### src/rtl/irq_vec_pkg.sv
// Shared constants, FSM state type and first-set-bit helper for the
// 32-to-5 interrupt/exception request encoder.
package irq_vec_pkg;

  localparam int N = 32;
  localparam int W = 5;

  typedef enum logic {
    IDLE  = 1'b0,
    GRANT = 1'b1
  } state_t;

  typedef struct packed {
    logic         found;
    logic [W-1:0] idx;
  } fsb_t;

  // Lowest set bit wins; the descending scan leaves the smallest index last.
  function automatic fsb_t first_set(input logic [N-1:0] v);
    fsb_t r;
    r.found = 1'b0;
    r.idx   = '0;
    for (int i = N - 1; i >= 0; i--) begin
      if (v[i]) begin
        r.found = 1'b1;
        r.idx   = W'(i);
      end
    end
    return r;
  endfunction

endpackage

### src/rtl/irq_vec_encoder_if.sv
// Request/grant bundle between interrupt sources, the encoder and the CPU
// control unit. master = sources/consumer side, slave = the encoder.
interface irq_vec_if;
  import irq_vec_pkg::*;

  logic [N-1:0] Req;
  logic [N-1:0] Mask;
  logic         En;
  logic         Ack;
  logic         Valid;
  logic [W-1:0] Idx;
  logic [N-1:0] Pending;

  modport master (
    output Req, Mask, En, Ack,
    input  Valid, Idx, Pending
  );

  modport slave (
    input  Req, Mask, En, Ack,
    output Valid, Idx, Pending
  );

endinterface

### src/rtl/pri_enc32.sv
// Combinational 32-input priority encoder with a rotating start offset;
// the search begins at start_i and wraps from N-1 back to 0.
module pri_enc32
  import irq_vec_pkg::*;
(
  input  logic [N-1:0] vec_i,
  input  logic [W-1:0] start_i,
  output logic [W-1:0] idx_o,
  output logic         found_o
);

  logic [N-1:0] rot;
  logic [W-1:0] src;
  fsb_t         fs;

  // rot[i] holds vec_i[(i + start_i) mod N]; W-bit addition wraps for free.
  always_comb begin
    rot = '0;
    src = '0;
    for (int i = 0; i < N; i++) begin
      src    = W'(i) + start_i;
      rot[i] = vec_i[src];
    end
  end

  assign fs      = first_set(rot);
  assign found_o = fs.found;
  assign idx_o   = fs.idx + start_i;

endmodule

### src/rtl/irq_vec_encoder.sv
// Edge-capturing 32-to-5 request encoder with Valid/Ack grant handshake.
// Define IRQ_VEC_ROUND_ROBIN_EN for rotating priority; default is lowest index first.
module irq_vec_encoder
  import irq_vec_pkg::*;
(
  input  logic      Clk,
  input  logic      Rst,
  irq_vec_if.slave  bus
);

  state_t       state_q, state_d;
  logic [N-1:0] req_q, req_d;
  logic [N-1:0] pending_q, pending_d;
  logic         valid_q, valid_d;
  logic [W-1:0] idx_q, idx_d;

  logic [N-1:0] sel;
  logic [W-1:0] start;
  logic [W-1:0] win_idx;
  logic         win_found;

  assign sel = pending_q & bus.Mask;

`ifdef IRQ_VEC_ROUND_ROBIN_EN
  logic [W-1:0] rr_q, rr_d;
  assign start = rr_q + 1'b1;
`else
  assign start = '0;
`endif

  pri_enc32 u_pri_enc (
    .vec_i   (sel),
    .start_i (start),
    .idx_o   (win_idx),
    .found_o (win_found)
  );

  always_comb begin
    state_d   = state_q;
    req_d     = bus.Req;
    pending_d = pending_q;
    valid_d   = valid_q;
    idx_d     = idx_q;
`ifdef IRQ_VEC_ROUND_ROBIN_EN
    rr_d      = rr_q;
`endif
    case (state_q)
      IDLE: begin
        valid_d = 1'b0;
        if (bus.En && win_found) begin
          idx_d   = win_idx;
          valid_d = 1'b1;
          state_d = GRANT;
        end
      end
      GRANT: begin
        if (bus.Ack) begin
          pending_d[idx_q] = 1'b0;
          valid_d          = 1'b0;
          state_d          = IDLE;
`ifdef IRQ_VEC_ROUND_ROBIN_EN
          rr_d             = idx_q;
`endif
        end else if (!bus.En) begin
          valid_d = 1'b0;
          state_d = IDLE;
        end
      end
      default: begin
        valid_d = 1'b0;
        state_d = IDLE;
      end
    endcase
    // New edges are merged after the clear so a same-edge re-post survives.
    pending_d = pending_d | (bus.Req & ~req_q);
  end

  always_ff @(posedge Clk or posedge Rst) begin
    if (Rst) begin
      state_q   <= IDLE;
      req_q     <= '0;
      pending_q <= '0;
      valid_q   <= 1'b0;
      idx_q     <= '0;
`ifdef IRQ_VEC_ROUND_ROBIN_EN
      rr_q      <= W'(N - 1);
`endif
    end else begin
      state_q   <= state_d;
      req_q     <= req_d;
      pending_q <= pending_d;
      valid_q   <= valid_d;
      idx_q     <= idx_d;
`ifdef IRQ_VEC_ROUND_ROBIN_EN
      rr_q      <= rr_d;
`endif
    end
  end

  assign bus.Valid   = valid_q;
  assign bus.Idx     = idx_q;
  assign bus.Pending = pending_q;

endmodule

### src/flat_wrapper.sv
// flat-port wrapper written by rule: the top's interface ports become plain ports
module irq_vec_encoder_flat import irq_vec_pkg::*;
  (Clk, Rst, bus_Req, bus_Mask, bus_En, bus_Ack, bus_Valid, bus_Idx, bus_Pending);
  irq_vec_if bus_i ();
  input  logic Clk;
  input  logic Rst;
  input wire logic [$bits(bus_i.Req)-1:0] bus_Req;
  input wire logic [$bits(bus_i.Mask)-1:0] bus_Mask;
  input wire logic [$bits(bus_i.En)-1:0] bus_En;
  input wire logic [$bits(bus_i.Ack)-1:0] bus_Ack;
  output wire logic [$bits(bus_i.Valid)-1:0] bus_Valid;
  output wire logic [$bits(bus_i.Idx)-1:0] bus_Idx;
  output wire logic [$bits(bus_i.Pending)-1:0] bus_Pending;
  assign bus_i.Req = bus_Req;
  assign bus_i.Mask = bus_Mask;
  assign bus_i.En = bus_En;
  assign bus_i.Ack = bus_Ack;
  assign bus_Valid = bus_i.Valid;
  assign bus_Idx = bus_i.Idx;
  assign bus_Pending = bus_i.Pending;
  irq_vec_encoder u_core (.Clk(Clk), .Rst(Rst), .bus(bus_i));
endmodule
### config.mk
export PLATFORM = sky130hd
export DESIGN_NAME = irq_vec_encoder_flat
export DESIGN_NICKNAME = d
export VERILOG_FILES = /design/src/rtl/irq_vec_pkg.sv /design/src/rtl/irq_vec_encoder_if.sv /design/src/rtl/pri_enc32.sv /design/src/rtl/irq_vec_encoder.sv /design/src/flat_wrapper.sv
export SDC_FILE = /design/constraint.sdc
export NUM_CORES = 1
export LEC_CHECK = 0
export ABC_AREA = 1
export BUFFER_PORTS_ARGS = -buffer_cell sky130_fd_sc_hd__buf_2
export CAP_MARGIN = 30
export CORE_ASPECT_RATIO = 1.25
export CORE_UTILIZATION = 57
export CTS_CLUSTER_DIAMETER = 120
export DETAILED_ROUTE_END_ITERATION = 8
export HOLD_SLACK_MARGIN = 0.15
export PLACE_DENSITY_LB_ADDON = 0.2
export SLEW_MARGIN = 5
export SYNTH_ARGS = -nofsm -noshare
export SYNTH_HDL_FRONTEND = slang
export SYNTH_HIERARCHICAL = 1
export SYNTH_SLANG_ARGS = --single-unit
### constraint.sdc
create_clock -name Clk -period 3.4 [get_ports Clk]
set_input_delay 0.17 -clock Clk [delete_from_list [all_inputs] [get_ports Clk]]
set_output_delay 0.17 -clock Clk [all_outputs]
set_load 0.02 [all_outputs]
# --- Word level (Yosys, flattened, before mapping) ---
# Index checks and enable logic that the tools add are counted.
totals:
  wordCells: 61
  regBits: 71
  output_inout_bits: 38
classes:
  n_eq_ne: 1
  muxes: 43
  n_reduce_logical: 3
  n_bitwise: 7
  order_cmp: 2
op_table:
  columns: ["cell", "n"]
  rows:
  - ["2-to-1 mux 6 bit", 32]
  - ["bitwise AND 32 bit", 3]
  - ["2-to-1 mux 32 bit", 2]
  - ["NOT 32 bit", 2]
  - ["bitwise OR 32 bit", 1]
  - ["< comparator 5 x 6 -> 1 bit (second input constant)", 1]
  - ["2-to-1 mux 1 bit", 6]
  - ["demux 1 bit (select 5 bit)", 1]
  - ["greater-or-equal comparator 5 x 1 -> 1 bit (second input constant)", 1]
  - ["case mux 1 bit (2 select lines)", 2]
  - ["inequality test 3 bit (second input constant)", 1]
  - ["logical AND 1 bit", 2]
  - ["AND reduction 2 bit", 1]
  - ["NOT 1 bit", 1]

# --- Longest topological paths before layout ---
logic_depth:
  ltp_word: 36
  depth_mapped: 51
  depth_no_buf: 49

# --- Cells and area by module ---
# The synthesis kept the hierarchy.
by_module_without_submodules:
  columns: ["mod", "seq_area_each_um2", "instances", "cells_per_inst", "area_per_inst_um2"]
  rows:
  - ["pri_enc32", 0.0, 1, 582, 2926.6]
  - ["irq_vec_encoder", 1776.7, 1, 317, 2821.5]

# --- Worst setup path before layout ---
# OpenSTA, ideal clock, no wires.
synth_path:
  path_kind: "flip-flop to flip-flop"
  start: "reg u_core.pending_q[29], in the netlist u_core/bus.Pending[29]"
  end: "reg u_core.idx_q[0], in the netlist u_core/bus.Idx[0]"
  t_required_ns: 3.281
  synth_period_minus_slack_ns: 2.918
  setup_ns: 0.119
  path_buffers: 0
  arrival_time_ns: 2.798
  path_stages_with_launch: 42
  path_slack_ns: 0.482
  path_cell_list: "dfrtp_1 > nand2_1 > inv_1 > nand2_1 > nand3_1 > nand3_1 > nand3_1 > nand2_1 > nand2_1 > nand2_1 > nand2_1 > nand2_1 > nand2_1 > nand2_1 > nand2_1 > nand2_1 > nand2_1 > nand2_1 > (+6 left out) > nand2_1 > nand2_1 > nand2_1 > nand2_1 > nand2_1 > nand2_1 > nand2_1 > nand2_1 > nand2_1 > nand2_1 > nand2_1 > nand2_1 > nand2_1 > nand2_1 > a21oi_2 > ha_1 > nor2_2 > a21oi_2"
synth_via:
  elab_cells_between_ends: 33
synth_lines:
  columns: ["item", "line", "source"]
  rows:
  - ["start: declaration", "irq_vec_encoder.sv:13", "logic [N-1:0] pending_q, pending_d;"]
  - ["start signal: assignment", "irq_vec_encoder.sv:91", "pending_q <= pending_d;"]
  - ["bitwise AND 32 bit", "irq_vec_encoder.sv:22", "assign sel = pending_q & bus.Mask;"]
  - ["net u_core.sel[29]", "irq_vec_encoder.sv:17", "logic [N-1:0] sel;"]
  - ["2-to-1 mux 6 bit (30 in series)", "irq_vec_pkg.sv:24", "if (v[i]) begin"]
  - ["net u_core.win_idx[0]", "irq_vec_encoder.sv:19", "logic [W-1:0] win_idx;"]
  - ["end signal: assignment", "irq_vec_encoder.sv:93", "idx_q <= idx_d;"]
  - ["end: declaration", "irq_vec_encoder.sv:15", "logic [W-1:0] idx_q, idx_d;"]
# The timed path passes the listed nets, and every way through them passes these cells.
# A chain may end at the register's enable or synchronous reset.

# --- Worst setup path after layout ---
layout_path:
  start: "reg u_core.pending_q[31], in the netlist u_core/bus.Pending[31]"
  end: "reg u_core.idx_q[0], in the netlist u_core/bus.Idx[0]"
layout_via:
  elab_cells_between_ends: 35
layout_lines:
  columns: ["item", "line"]
  rows:
  - ["bitwise AND 32 bit", "irq_vec_encoder.sv:22"]
  - ["net u_core.sel[31]", "irq_vec_encoder.sv:17"]
  - ["2-to-1 mux 6 bit (32 in series)", "irq_vec_pkg.sv:24"]
  - ["net u_core.win_idx[0]", "irq_vec_encoder.sv:19"]
# The timed path passes the listed nets, and every way through them passes these cells.

==> flow_summary.yaml <==
cells_and_area:
  final_nets: 1141
  area_growth_pct: 24.4
  fin_util_pct: 73.6
  fin_cells: 1186
  stdcell_area_um2: 7150
  diodes: 0
  layout-drive-gt1-share_pct: 17.1
  final_cell_mix: "nand2_1, nand3_1, inv_1"
  layout_commonest_cell: "nand2_1"
die:
  start_util_pct: 59.2
  core-area_um2: 9710
  dieArea_um2: 10500
  rows: 40
  die_w_um: 91.8
  pin_count: 106
  die_h_um: 114
sta:
  tightest_slew_ps: 500
  timing.final.ws_setup_ps: 296
  worst_clock_skew_ps: 8.84
  setup_viol: 0
  fmax_mhz: 322
  worst_slew_margin_rel_pct: 66.3
  report.final.slew_viol_count: 0
  finalHoldWorstSlack_ps: 247
  min_period_ps: 3100
  finalSetupTns_ps: 0
  fin_crit_sh_pct: 91.3
  finalHoldViolations: 0
detailed_routing:
  vias: 6820
  wire_per_inst_um: 17.5
  via_per_inst: 5.75
  post-route-drc-count: 0
  drt_iter0_drc: 819
  dr.pass1.iters: 6
  ant_nets: 0
  wl_um: 20800
grt:
  grt_pass1_vias: 6437
  track_usage_pct: 39.5
  grt_max_degree: 47
  antenna_found_initial: 0
  grt_pass1_wl_um: 31800
  grt_overflow: 0
yosys:
  ys_async_sr_fraction_pct: 100
  post-synth-top-area-fraction_pct: 30.9
  ys_seq_elements: 71
  synth.area.top_cells: "dfrtp_1, nand2_1, nand3_1"
  ys.flop_type: "dfrtp_1"
  yosys_warnings: 6
  syn_avg_cell_area_um2: 6.39
  syn-instance-count: 899
  ys_seq_area_share_pct: 30.9
  syn-cell-area_um2: 5750
  yosysTopAreaCell: "dfrtp_1"
  synth_edf_count: 0
  ys_types: 35
placement:
  placed_cells: 1129
  routabilityCongestion: 0.990
  numPortBuffers: 105
  dpl_cell_area_um2: 6340
  dp_slack_ps: 246
  dp_hpwl_um: 13900
power:
  finalPower_mw: 3.19
  peakVddDrop_mv: 0.514
  power_leakage_nw: 3.93
  p_per_area_nw_per_um2: 447
clock_tree:
  cts-root-buf: "clkbuf_16"
  cts_inserted_buffers: 9
  cts.sinks: 71
  clk_pin_slew_ps: 70
  clkLatencyLatePin_ps: 340
  cts_tree: "built"
  clk_path_buf_depth: 2
  htree_levels: 3
critical_path:
  critPathMaxFanout: 3
  slowest_delay_ps: 410
  critical_path_arrival_ps: 3330
  critical_path_class: "flop to flop"
  critPathLaunchType: "flop"
  critPathCaptureType: "flop"
  crit_top_cell: "nand2_1"
  required_ps: 3630
  critPathSlowestCell: "dfrtp_1"
flow_run:
  cap_violations: 0
worst_hold_path:
  min_path_type: "input pin to flop"
status:
  status: "complete, no violations"
[path summary, 6_finish.rpt]
path	from	endpoint	slack, ps	depth (start not counted)
worst max-delay path	u_core/bus.Pending[31]	u_core/bus.Idx[0]	300	41
worst min-delay path	bus_Ack	u_core/state_q	250	4
worst max register to register	u_core/bus.Pending[31]	u_core/bus.Idx[0]	300	41
worst min register to register	u_core/req_q[1]	u_core/bus.Pending[1]	490	3
max in group asynchronous	Rst	u_core/bus.Pending[11]	2430	5
min in group asynchronous	Rst	u_core/req_q[25]	260	3
[area by class of cell]
type	instances	area (um2)
Timing Repair Buffer	148	946
Tap cell	126	158
Clock buffer	10	239
Clock inverter	6	66.3
Fill cell	765	2560
Sequential cell	71	1780
Multi-Input combinational cell	694	3470
Inverter	131	494
[cell usage after synthesis, drive strengths merged (4+ instances only)]
| library cell | count |
|---|---|
| nand4 | 6 |
| a21o | 5 |
| nand2 | 319 |
| o21ai | 60 |
| ha | 17 |
| inv | 130 |
| a21oi | 17 |
| a31oi | 19 |
| xor2 | 18 |
| buf | 22 |
| o21bai | 4 |
| nor2 | 43 |
| nand3 | 150 |
| mux2i | 4 |
| xnor2 | 4 |
| dfrtp | 71 |
| o21a | 5 |
[metal layers]
metal | global-route usage [%] | wire [um]
met1 | 45.3 | 7600
met2 | 69.6 | 10000
met3 | 6.11 | 1600
met4 | 23.4 | 1540
met5 | 0 | 0
[worst max-delay path, delay by kind of cell (launching register included)]
kind	cells	cell delay (ps)
AOI/OAI and AO/OA	2	90
adders and majority gates	1	270
buffers and inverters	1	70
DFF	1	410
and+or+nand+nor	37	2110
[flip-flops by register name, summed over array words and instances (netlist names)]
name,cells
u_core/state_q,1
u_core/bus.Pending,32
u_core/bus.Valid,1
u_core/bus.Idx,5
u_core/req_q,32
[kinds of logic (layout without fill, tap and decap cells)]
group,Yosys count,after routing,share of synthesized area [%]
XOR/XNOR,22,22,3.35
flip-flops,71,71,30.9
buffers and inverters,154,295,11.7
multiplexers,4,4,0.697
AND/OR/NAND/NOR,518,518,38.0
other,1,21,0.0652
AO/OA/AOI/OAI,111,111,11.1
adder cells (fa/ha/maj),18,18,4.05
[power by group]
part           switching [mW]  internal (mW)  total [mW]
Combinational           0.829          0.410        1.24
Clock                   0.385          0.592       0.977
Sequential             0.0706          0.907       0.978
[what timing repair did]
item / CTS / global route
resized for setup: 0 / 27
setup buffers: 0 / 6
hold buffers: 34 / 0
endpoints found under the hold margin: 110 / 0
setup endpoints to repair: 0 / 2
Note: power is estimated with default switching activity, not from simulation.
